$ cat config.mk
export PLATFORM = sky130hd
export DESIGN_NAME = output_deskew
export DESIGN_NICKNAME = d
export VERILOG_FILES = /design/src/rtl/tpu_pkg.sv /design/src/rtl/deskew_column.sv /design/src/rtl/output_deskew.sv
export SDC_FILE = /design/constraint.sdc
export NUM_CORES = 1
export LEC_CHECK = 0
export ABC_CLOCK_PERIOD_IN_PS = 4470
export BUFFER_PORTS_ARGS = -buffer_cell sky130_fd_sc_hd__buf_4
export CORE_MARGIN = 2
export CORE_UTILIZATION = 52
export DETAILED_ROUTE_END_ITERATION = 8
export PLACE_DENSITY = 0.85
export SYNTH_ARGS = -nofsm -noshare
export SYNTH_HDL_FRONTEND = slang
export SYNTH_HIERARCHICAL = 1
export SYNTH_SLANG_ARGS = --single-unit
$ cat constraint.sdc
create_clock -name clk -period 4.47 [get_ports clk]
set_input_delay 0.447 -clock clk [delete_from_list [all_inputs] [get_ports clk]]
set_output_delay 0.447 -clock clk [all_outputs]
set_load 0.1 [all_outputs]
$ cat src/rtl/tpu_pkg.sv
// Shared definitions for the systolic-array edge blocks: default array geometry and
// the output deskew FSM state type.
package tpu_pkg;

  localparam int DEFAULT_N      = 2;
  localparam int DEFAULT_DATA_W = 32;

  typedef enum logic {
    COLLECT = 1'b0,
    HOLD    = 1'b1
  } deskew_state_t;

endpackage

$ cat src/rtl/deskew_column.sv
// One array column of the output deskew: row counter plus N-entry row storage.
// A clear restarts the column; a beat accepted together with a clear lands in row 0.
module deskew_column
  import tpu_pkg::*;
#(
  parameter int N      = DEFAULT_N,
  parameter int DATA_W = DEFAULT_DATA_W
) (
  input  logic                        clk,
  input  logic                        reset,
  input  logic                        accept_i,
  input  logic                        clear_i,
  input  logic [DATA_W-1:0]           din_i,
  output logic                        full_o,
  output logic [$clog2(N+1)-1:0]      cnt_o,
  output logic [N*DATA_W-1:0]         rows_o
);

  localparam int CW = $clog2(N+1);

  logic [CW-1:0]       rcnt_q, rcnt_d;
  logic [N*DATA_W-1:0] rows_q, rows_d;
  logic [CW-1:0]       wr_idx;

  // Next row count and row-storage write for this column
  always_comb begin
    rcnt_d = rcnt_q;
    rows_d = rows_q;
    wr_idx = clear_i ? '0 : rcnt_q;
    if (clear_i) begin
      rcnt_d = '0;
    end
    if (accept_i) begin
      rcnt_d = wr_idx + CW'(1);
      for (int r = 0; r < N; r++) begin
        if (wr_idx == CW'(r)) begin
          rows_d[r*DATA_W +: DATA_W] = din_i;
        end
      end
    end
  end

  // Column state register
  always_ff @(posedge clk or posedge reset) begin
    if (reset) begin
      rcnt_q <= '0;
      rows_q <= '0;
    end else begin
      rcnt_q <= rcnt_d;
      rows_q <= rows_d;
    end
  end

  assign full_o = (rcnt_q == CW'(N));
  assign cnt_o  = rcnt_q;
  assign rows_o = rows_q;

endmodule

$ cat src/rtl/output_deskew.sv
// Output deskew: re-aligns the staggered per-column results of the systolic array
// into one row-major NxN frame presented with a valid/ready handshake.
// Optional feature: define DESKEW_TIMEOUT_EN to abandon partial frames that do not
// complete within TIMEOUT cycles of becoming busy (sticky timeout flag).
module output_deskew
  import tpu_pkg::*;
#(
  parameter int N       = DEFAULT_N,
  parameter int DATA_W  = DEFAULT_DATA_W,
  parameter int TIMEOUT = 16
) (
  input  logic                    clk,
  input  logic                    reset,
  input  logic [N*DATA_W-1:0]     c_in,
  input  logic [N-1:0]            c_valid,
  output logic [N*N*DATA_W-1:0]   c_out,
  output logic                    out_valid,
  input  logic                    out_ready,
  output logic                    busy,
  output logic                    overflow,
  output logic                    timeout
);

  localparam int CW = $clog2(N+1);

  deskew_state_t       state_q, state_d;
  logic                overflow_q, overflow_d;
  logic [N-1:0]        full, acc_collect, accept, fill_last;
  logic [CW-1:0]       cnt [N];
  logic [N*DATA_W-1:0] rows [N];
  logic                hs, clear, complete, abandon, any_cnt;

  for (genvar j = 0; j < N; j++) begin : g_col
    deskew_column #(.N(N), .DATA_W(DATA_W)) u_col (
      .clk      (clk),
      .reset    (reset),
      .accept_i (accept[j]),
      .clear_i  (clear),
      .din_i    (c_in[j*DATA_W +: DATA_W]),
      .full_o   (full[j]),
      .cnt_o    (cnt[j]),
      .rows_o   (rows[j])
    );
    for (genvar i = 0; i < N; i++) begin : g_row
      assign c_out[(i*N+j)*DATA_W +: DATA_W] = rows[j][i*DATA_W +: DATA_W];
    end
  end

  assign out_valid = (state_q == HOLD);
  assign hs        = out_valid && out_ready;
  assign clear     = hs || abandon;
  assign busy      = (state_q == COLLECT) && any_cnt;
  assign complete  = (state_q == COLLECT) && (&fill_last);
  assign overflow  = overflow_q;

  // Normal-collection acceptance and "column full after this edge" per column
  always_comb begin
    acc_collect = '0;
    fill_last   = '0;
    any_cnt     = 1'b0;
    for (int j = 0; j < N; j++) begin
      acc_collect[j] = c_valid[j] && (state_q == COLLECT) && !full[j];
      fill_last[j]   = full[j] || (acc_collect[j] && (cnt[j] == CW'(N-1)));
      any_cnt        = any_cnt || (cnt[j] != '0);
    end
  end

  // Restart cycles (handshake or abandon) take every presented beat as row 0
  always_comb begin
    accept = acc_collect | (c_valid & {N{clear}});
  end

  // FSM next state and sticky drop flag
  always_comb begin
    state_d    = state_q;
    overflow_d = overflow_q | (|(c_valid & ~accept));
    case (state_q)
      COLLECT: if (complete) state_d = HOLD;
      HOLD:    if (out_ready) state_d = COLLECT;
      default: state_d = COLLECT;
    endcase
  end

  // FSM state and overflow registers
  always_ff @(posedge clk or posedge reset) begin
    if (reset) begin
      state_q    <= COLLECT;
      overflow_q <= 1'b0;
    end else begin
      state_q    <= state_d;
      overflow_q <= overflow_d;
    end
  end

`ifdef DESKEW_TIMEOUT_EN
  localparam int TW = $clog2(TIMEOUT+1);

  logic [TW-1:0] tcnt_q, tcnt_d;
  logic          timeout_q, timeout_d;

  // Frame age counter; reaching TIMEOUT abandons the partial frame
  always_comb begin
    tcnt_d    = tcnt_q;
    timeout_d = timeout_q;
    abandon   = 1'b0;
    if (!busy || complete) begin
      tcnt_d = '0;
    end else if (tcnt_q == TW'(TIMEOUT-1)) begin
      abandon   = 1'b1;
      timeout_d = 1'b1;
      tcnt_d    = '0;
    end else begin
      tcnt_d = tcnt_q + TW'(1);
    end
  end

  // Timeout counter and sticky flag registers
  always_ff @(posedge clk or posedge reset) begin
    if (reset) begin
      tcnt_q    <= '0;
      timeout_q <= 1'b0;
    end else begin
      tcnt_q    <= tcnt_d;
      timeout_q <= timeout_d;
    end
  end

  assign timeout = timeout_q;
`else
  logic unused_timeout_param;

  assign abandon              = 1'b0;
  assign timeout              = 1'b0;
  assign unused_timeout_param = ^TIMEOUT;
`endif

endmodule

==> metrics, run 1 <==
run status=complete, no violations; dominant cells by area after synthesis=dfrtp_1 65%, mux2_2 28%, buf_4 1.9%; Max Cap Violations=0; drt first pass iters=4; CP endpoint kind=register; fin crit share=0.5855; vias in the first global route=3751; Vias per Instance=approximately 5; Synth Area in Simple Gates=0.02356; Worst Clk Skew=approximately 0.0061 ns; Worst Path Arrival=3.02 ns; ys flop type=dfrtp_1; CP required=between 4 and 5 ns; area of the die=0.01072 mm2; pin count of the biggest net entering global routing=43; number of I/O port buffers=199; Post-synth EDFFs=0; first-pass GRT wire length=slightly below 20 mm; core area=about 0.0097 mm2; commonest cells in the netlist=134 x dfrtp_1, 128 x mux2_2, 13 x buf_4; antenna viol nets, final=0; TritonCTS Buffers=17; Final Hold Vio Count=0; Tightest Pin Transition=roughly 1.1 ns; Seq/Total Area, Yosys=0.6510; Root Buffer=clkbuf_8; Post-Syn Nets=approximately 400; most area-hungry cell type in the Yosys netlist=dfrtp_1; Synth Instances=around 320; clock input transition at the sequential cells of the worst setup and hold paths=0.06 ns; Post-Synth Adder-Cell Area=0.009716; FP Rows=36; largest family of logic cells by synthesized area=multiplexers; chip height=slightly above 100 um; slowest library cell on the worst path=nand2_1; Hold WC Path Type=in2reg; share of cells above drive strength 1=0.6827; CTS HTree Levels=4; via count=3387; slew margin rel.=0.2944; slowest cell delay on critical path=between 0.7 and 0.8 ns; area delta synth->final=42.97%; Max Buffers Root-to-Sink=2; setup bufs post-CTS=0; startpoint types=register; worst path cell trace=and2_2 -> nand2b_1 -> ha_1 -> nand2_1 -> buf_4 -> mux2_2; Final TNS setup=0 ns; critical path class=reg2reg; post-synthesis mux area share=0.2798; Chip Width=~100 um; Async SR Flop Fraction=1.000; post-synth top area share=0.6510; mapped cell area=about 0.0052 mm2; pins over their slew limit=0; drt drc=0; I/O pin cnt=approximately 200; Starting Density=0.5319; fmax=roughly 380 MHz; GRT Resource Usage Total=0.2320; initial antenna violation count=0; Max Fanout on Critical Path=25; gr ovfl total=0; Netlist cell types=21; nets=602; clock latency on the worst-skew pair=about 0.52 ns; RSZ-0062 raised after global routing=no; ant diodes=0; post-DR wirelength/cell=around 18 um; most common cell in the netlist=dfrtp_1; drt first-iter violations=between 80 and 90; Synth Area in XOR/XNOR=0.003401; Yosys reg bits=around 130; DP Wirelength=8.653 mm; CTS tree=built; Placer Congestion=between 0.7 and 0.8; final WL=11.92 mm; post-synthesis compound-gate area fraction=0.007773; Tmin final=between 2 and 3 ns; Sink Count=between 100 and 150; Yosys Warn Count=6; Finish-stage setup viols=0; Syn Area/Cell=between 15 and 20 um2
==> cell usage in the layout, fill, tap and decap left out, drive strengths merged <==
cell         synthesis  final
nand2                8      8
or2b                 1      1
buf                 13    205
o21ai                2      2
a221o                1      1
clkinvlp             0      4
clkbuf               0     19
inv                  7      8
dlygate4sd3          0      1
bufinv               0      3
o31ai                1      1
conb                 1      1
nor2b                2      2
dfrtp              134    134
clkinv               0      5
and2                 1      1
nor4                 1      1
a31oi                2      2
mux2               128    128
xnor2                2      2
nand2b               6      6
and3                 2      2
ha                   4      4
nor2                 1      1
==> layer usage <==
| layer | GRT usage | vias up | wire length (um) |
|---|---|---|---|
| met2 | 0.3903 | 156 | 5970 |
| met1 | 0.2708 | 1680 | 4746 |
| met3 | 0.09817 | 14 | 1067 |
| met4 | 0.07432 | 0 | 141 |
| li1 | - | 1537 | - |
| met5 | 0 | - | 0 |
==> area by class of cell <==
type,instances,area [um2]
multi-input cells,163,1674
well taps,133,166.4
clock buffers,19,441.7
repair buffers,206,1549
flip-flops and latches,134,3353
clock inverters,13,153.9
inverters,7,26.28
fillers,601,2320
==> sequential cells by signal, indices dropped and copies added, names as in the netlist <==
register	flops
overflow	1
g_col.u_col/rows_o	128
g_col.u_col/cnt_o	4
out_valid	1
==> worst paths after layout <==
kind | start | end | slack (ns) | cells after the start
worst min-delay path | c_in[2] | g_col[0].u_col/rows_o[2] | 0.16 | 2
min in group asynchronous | reset | out_valid | 0.36 | 3
worst max-delay path | out_valid | g_col[1].u_col/rows_o[12] | 1.85 | 6
worst max register to register | out_valid | g_col[1].u_col/rows_o[12] | 1.85 | 6
worst min register to register | overflow | overflow | 0.50 | 1
max in group asynchronous | reset | g_col[1].u_col/rows_o[28] | 2.93 | 4
==> cells by family (layout without fill, tap and decap cells) <==
kind of cell,after synthesis,count (layout)
AOI/OAI and AO/OA,6,6
xor gates and xnor gates,2,2
adders and majority gates,4,4
buffers and inverters,20,245
DFF,134,134
muxes,128,128
other,1,1
and+or+nand+nor,22,22
==> through the flow <==
stage / hold WS, ns / worst slack [ns] / util / instance area [um2] / std cells
floorplan: 0.1882 / 1.833 / - / 5151 / 317
global placement: 0.3333 / 1.806 / 0.6979 / 6759 / 642
detailed placement: 0.3422 / 1.735 / 0.6979 / 6759 / 642
CTS: 0.1424 / 1.846 / 0.7605 / 7365 / 675
global route: 0.1452 / 1.728 / 0.7605 / 7365 / 675
finish: 0.1638 / 1.853 / 0.7605 / 7365 / 675
==> critical path, delay by kind of cell, from the launching register on <==
kind | cells | cell delay, ns
adder cells (fa/ha/maj) | 1 | 0.22
buffers and inverters | 1 | 0.31
flip-flops | 1 | 0.43
multiplexers | 1 | 0.35
AND/OR/NAND/NOR | 3 | 1.18
==> what timing repair did <==
action	in CTS	in global routing
gates resized for setup	0	0
hold endpoints to repair	26	0
hold buffers	1	0
Power of run 1 is left out: the tool's default activity adds up to more than one toggle a clock period on the data nets, which glitch-free logic cannot reach.
==> run 2: changes to the inputs <==
--- a/config.mk
+++ b/config.mk
@@ -5,12 +5,12 @@
 export SDC_FILE = /design/constraint.sdc
 export NUM_CORES = 1
 export LEC_CHECK = 0
-export ABC_CLOCK_PERIOD_IN_PS = 4470
+export ABC_CLOCK_PERIOD_IN_PS = 2400
 export BUFFER_PORTS_ARGS = -buffer_cell sky130_fd_sc_hd__buf_4
 export CORE_MARGIN = 2
-export CORE_UTILIZATION = 52
+export CORE_UTILIZATION = 44
 export DETAILED_ROUTE_END_ITERATION = 8
-export PLACE_DENSITY = 0.85
+export PLACE_DENSITY = 0.76
 export SYNTH_ARGS = -nofsm -noshare
 export SYNTH_HDL_FRONTEND = slang
 export SYNTH_HIERARCHICAL = 1
==> constraint.sdc (replaced) <==
create_clock -name clk -period 2.4 [get_ports clk]
set_input_delay 0.24 -clock clk [delete_from_list [all_inputs] [get_ports clk]]
set_output_delay 0.24 -clock clk [all_outputs]
set_load 0.1 [all_outputs]
==> metrics, run 2 (synthesis gave the netlist of run 1 again) <==
Root Buffer=clkbuf_16; fmax=525.2 MHz (+37%); Inst Count DP=654 (+1.9%); CP required=2.69 ns (-2.18 ns); CTS HTree Levels=4 (unchanged); Final Hold Vio Count=0 (unchanged); I/O pin cnt=201 (unchanged); Vias per Instance=4.959 (-1.2%); max reg flops=128 (unchanged); Final TNS setup=0 ns (unchanged); nets=604 (+0.33%); post-DR wirelength/cell=16.77 um (-5.1%); Min Hold Slack=0.06750 ns (-0.09631 ns); GRT Resource Usage Total=0.1896 (-0.04244); Reg-to-Reg Start=g_col[0].u_col/cnt_o[0]; Core Util, Final=0.6509 (-0.1096); chip height=112.2 um (+8.4%); run status=complete, no violations; via count=3397 (+0.30%); vias in the first global route=3718 (-0.88%); DP Wirelength=8.275 mm (-4.4%); Hold WC Path Type=in2reg; drt first pass iters=4 (unchanged); area delta synth->final=44.28%; pin count of the biggest net entering global routing=33 (-23%); fin crit share=0.7933 (+0.2079); Max Cap Violations=0 (unchanged); RSZ-0062 raised after global routing=no; CP endpoint kind=register; reg2reg setup slack=0.50 ns (-1.36 ns); area of the die=0.01259 mm2 (+17%); Worst Setup SP=g_col[0].u_col/cnt_o[0]; first-pass GRT wire length=18.63 mm (-4.1%); setup bufs post-CTS=0 (unchanged); depth of the worst register-to-register path=6 (unchanged); TritonCTS Buffers=17 (unchanged); final non-filler cell total=685 (+1.5%); Chip Width=112.2 um (+8.4%); Starting Density=0.4511 (-0.08078); Finish-stage setup viols=0 (unchanged); Tmin final=1.904 ns (-0.7131 ns); Tightest Pin Transition=0.5574 ns (-0.4984 ns); clock latency on the worst-skew pair=0.41 ns (-0.11 ns); CTS tree=built; gr ovfl total=0 (unchanged); Placer Congestion=0.6976 (-10%); Resized cells post-CTS=0 (unchanged); Sink Count=134 (unchanged); clock input transition at the sequential cells of the worst setup and hold paths=0.05 ns (about the same); antenna viol nets, final=0 (unchanged); Worst Path Arrival=2.19 ns (-0.83 ns); core area=0.01142 mm2 (+18%); Max Fanout on Critical Path=32 (+28%); commonest non-fill, non-tap cells in the layout=202 x buf_4, 133 x dfrtp_1, 128 x mux2_2; pins over their slew limit=0 (unchanged); Worst Clk Skew=0.004764 ns (-0.001325 ns); Max Buffers Root-to-Sink=2 (unchanged); startpoint types=register; cts hold-fix bufs=1 (unchanged); RR Endpoint=g_col[0].u_col/rows_o[3]; commonest non-fill, non-tap cell in the layout=buf_4; share of cells above drive strength 1=0.6845 (+0.001845); initial antenna violation count=0 (unchanged); drt drc=0 (unchanged); drt first-iter violations=109 (+22%); critical path class=reg2reg; FP Rows=39 (+8.3%); ant diodes=0 (unchanged); final WL=11.49 mm (-3.7%); Worst Setup EP=g_col[0].u_col/rows_o[3]; number of I/O port buffers=199 (unchanged); slew margin rel.=0.6278 (+0.3334)
==> run 2: cell count changes in the layout (fill, tap and decap cells not counted), sizes merged <==
cell	before	now
buf	205	207
inv	8	7
bufinv	3	1
clkbuf	19	23
clkinvlp	4	3
clkinv	5	3
==> run 2: critical path, cell delays in order, from the launching register on <==
cell and delay (ns):
dfrtp_1 0.41, nor2b_1 0.16, or2b_1 0.25, and3_2 0.25, nand2_1 0.11, buf_12 0.23, mux2_2 0.37
==> run 2: final cells by class <==
type | count | area [um2]
Clock inverter | 7 | 71.32
Inverter | 7 | 26.28
Tap cell | 143 | 178.9
Timing Repair Buffer | 208 | 1627
Multi-Input combinational cell | 163 | 1677
Clock buffer | 23 | 498.0
Fill cell | 852 | 3986
Sequential cell | 134 | 3354
==> run 2: how the worst min path moves through the flow <==
stage / startpoint / end / slack, ns / cells after the start
final: c_in[54] / g_col[1].u_col/rows_o[54] / 0.07 / 2
after global routing: c_in[34] / g_col[1].u_col/rows_o[2] / 0.05 / 2
after CTS: c_in[61] / g_col[1].u_col/rows_o[61] / 0.05 / 2
after detailed placement: reset / overflow / 0.13 / 2
after global placement: reset / overflow / 0.14 / 2
after floorplan: reset / overflow / -0.02 / 1
==> run 2: per-layer routing <==
metal  vias up  GRT usage  wire [um]
met3        18    0.08639       1197
met2       156     0.3108       5603
met4         0    0.07561        191
met5         -          0          0
li1       1545          -          -
met1      1678     0.2177       4496
==> run 2: per-stage QoR <==
step	cell area (um2)	setup slack (ns)
after floorplan	5155	0.2985
after global placement	6853	0.5206
after detailed placement	6853	0.5223
after CTS	7432	0.4984
after global routing	7432	0.4256
final	7432	0.4960
Power of run 2 is left out for the same reason.
==> run 3: changes to the inputs <==
--- a/config.mk
+++ b/config.mk
@@ -5,7 +5,7 @@
 export SDC_FILE = /design/constraint.sdc
 export NUM_CORES = 1
 export LEC_CHECK = 0
-export ABC_CLOCK_PERIOD_IN_PS = 2400
+export ABC_CLOCK_PERIOD_IN_PS = 1600
 export BUFFER_PORTS_ARGS = -buffer_cell sky130_fd_sc_hd__buf_4
 export CORE_MARGIN = 2
 export CORE_UTILIZATION = 44
==> constraint.sdc (replaced) <==
create_clock -name clk -period 1.6 [get_ports clk]
set_input_delay 0.16 -clock clk [delete_from_list [all_inputs] [get_ports clk]]
set_output_delay 0.16 -clock clk [all_outputs]
set_load 0.1 [all_outputs]
==> metrics, run 3 (synthesis gave the netlist of run 1 again) <==
area delta synth->final=78.09%; first-pass GRT wire length=23.00 mm (+23%); GR Util met2=0.3908 (+0.07992); Max Cap Violations=0 (unchanged); startpoint types=register; drt first-iter violations=187 (+72%); GR peak layer=met2; Max Buffers Root-to-Sink=2 (unchanged); TritonCTS Buffers=17 (unchanged); clock latency on the worst-skew pair=0.41 ns (about the same); Finish-stage setup viols=129 (+129); FP Rows=39 (unchanged); Chip Width=112.2 um (unchanged); chip height=112.2 um (unchanged); RSZ-0062 raised after global routing=yes; gr ovfl total=0 (unchanged); Tmin final=1.751 ns (-0.1528 ns); Placer Congestion=0.7549 (+8.2%); max reg flops=128 (unchanged); Worst Clk Skew=0.007251 ns (+0.002488 ns); CTS tree=built; Final Hold Vio Count=0 (unchanged); Core Util, Final=0.8034 (+0.1525); Final Cell Area=0.009174 mm2 (+23%); run status=finished, violations left; via count=3973 (+17%); share of cells above drive strength 1=0.6519 (-0.03260); commonest non-fill, non-tap cell in the layout=buf_4; met1 GRT Util=0.2778 (+0.06015); CP endpoint kind=register; slowest cell delay on critical path=0.50 ns (+0.09 ns); vias in the first global route=4301 (+16%); Bufs and invs on worst path=2 (+1); slowest library cell on the worst path=dfrtp_4; DP Wirelength=9.045 mm (+9.3%); drt first pass iters=4 (unchanged); fmax=571.0 MHz (+8.7%); pins over their slew limit=0 (unchanged); cell family with most CP delay=flip-flops; pre-CTS setup slack=-0.1561 ns (-0.6784 ns); antenna viol nets, final=0 (unchanged); Worst Setup Slack, final=-0.1512 ns (-0.6472 ns); Starting Density=0.4511 (unchanged); post-DR wirelength/cell=21.92 um (+31%); clock input transition at the sequential cells of the worst setup and hold paths=0.05 ns (about the same); Placed Area=0.007411 mm2 (+8.1%); failing checks=setup timing; worst path cell trace=and2_4 -> nand2b_4 -> inv_4 -> ha_4 -> nand2_8 -> clkbuf_16 -> mux2_4; initial antenna violation count=0 (unchanged); Worst Path Arrival=2.04 ns (-0.15 ns); Max Fanout on Critical Path=8 (-75%); critical path class=reg2reg; nets=694 (+15%); ant diodes=0 (unchanged); commonest non-fill, non-tap cells in the layout=207 x buf_4, 133 x dfrtp_1, 128 x mux2_4; Hold WC Path Type=in2reg; CP required=1.89 ns (-0.80 ns); pin count of the biggest net entering global routing=67 (+100%); Root Buffer=clkbuf_16; GR Layer Usage met3=0.09503 (+0.008639); final non-filler cell total=775 (+13%); GRT Resource Usage Total=0.2344 (+0.04479); CTS HTree Levels=4 (unchanged); Inst Count DP=668 (+2.1%); area of the die=0.01259 mm2 (unchanged); Sink Count=134 (unchanged); number of I/O port buffers=199 (unchanged); I/O pin cnt=201 (unchanged); drt drc=0 (unchanged); core area=0.01142 mm2 (unchanged); fin crit share=1.095 (+0.3012); Vias per Instance=5.126 (+3.4%); final WL=16.99 mm (+48%)
[run 3: final timing paths]
check,from,slack [ns],cells past startpoint,to
worst min register to register,g_col[0].u_col/rows_o[57],0.51,1,g_col[0].u_col/rows_o[57]
max in group asynchronous,reset,0.70,4,g_col[0].u_col/rows_o[43]
worst max register to register,out_valid,-0.15,7,g_col[0].u_col/rows_o[38]
min in group asynchronous,reset,0.20,3,out_valid
worst max-delay path,out_valid,-0.15,7,g_col[0].u_col/rows_o[38]
worst min-delay path,c_in[1],0.02,2,g_col[0].u_col/rows_o[1]
[run 3: per-layer routing]
layer  share of wire  wire [um]  vias to the layer above
li1                -          -                     1702
met1            0.38       6526                     2036
met2            0.51       8729                      206
met3           0.081       1382                       29
met4           0.021        349                        0
met5               0          0                        -
[run 3: worst register-to-register path, delay by kind of cell (launching register included)]
kind / cells / cell delay, ns
adder cells (fa/ha/maj): 1 / 0.15
flip-flops: 1 / 0.50
AND/OR/NAND/NOR: 3 / 0.42
buffers and inverters: 2 / 0.25
multiplexers: 1 / 0.31
[run 3: per-stage QoR]
step,setup TNS [ns],hold WS [ns]
finish,-14.28,0.02191
global route,-18.57,0.008907
CTS,-15.99,0.0005360
detailed placement,-15.04,0.06361
global placement,-12.77,0.05979
floorplan,-29.41,-0.09879
[run 3: layout make-up]
| type | instances | area (um2) |
|---|---|---|
| Timing Repair Buffer | 298 | 2728 |
| Tap cell | 143 | 178.9 |
| Sequential cell | 134 | 3357 |
| Clock inverter | 4 | 45.04 |
| Clock buffer | 26 | 499.2 |
| Fill cell | 595 | 2245 |
| Inverter | 7 | 36.28 |
| Multi-Input combinational cell | 163 | 2330 |
[run 3: repair_timing]
action,4_1_cts,5_1_grt
setup buffers,1,2
hold buffers,63,0
pin swaps,0,8
resized for setup,26,53
endpoints found under the setup margin,127,129
hold endpoints to repair,193,0
cloned,2,9
Power of run 3 is left out for the same reason.
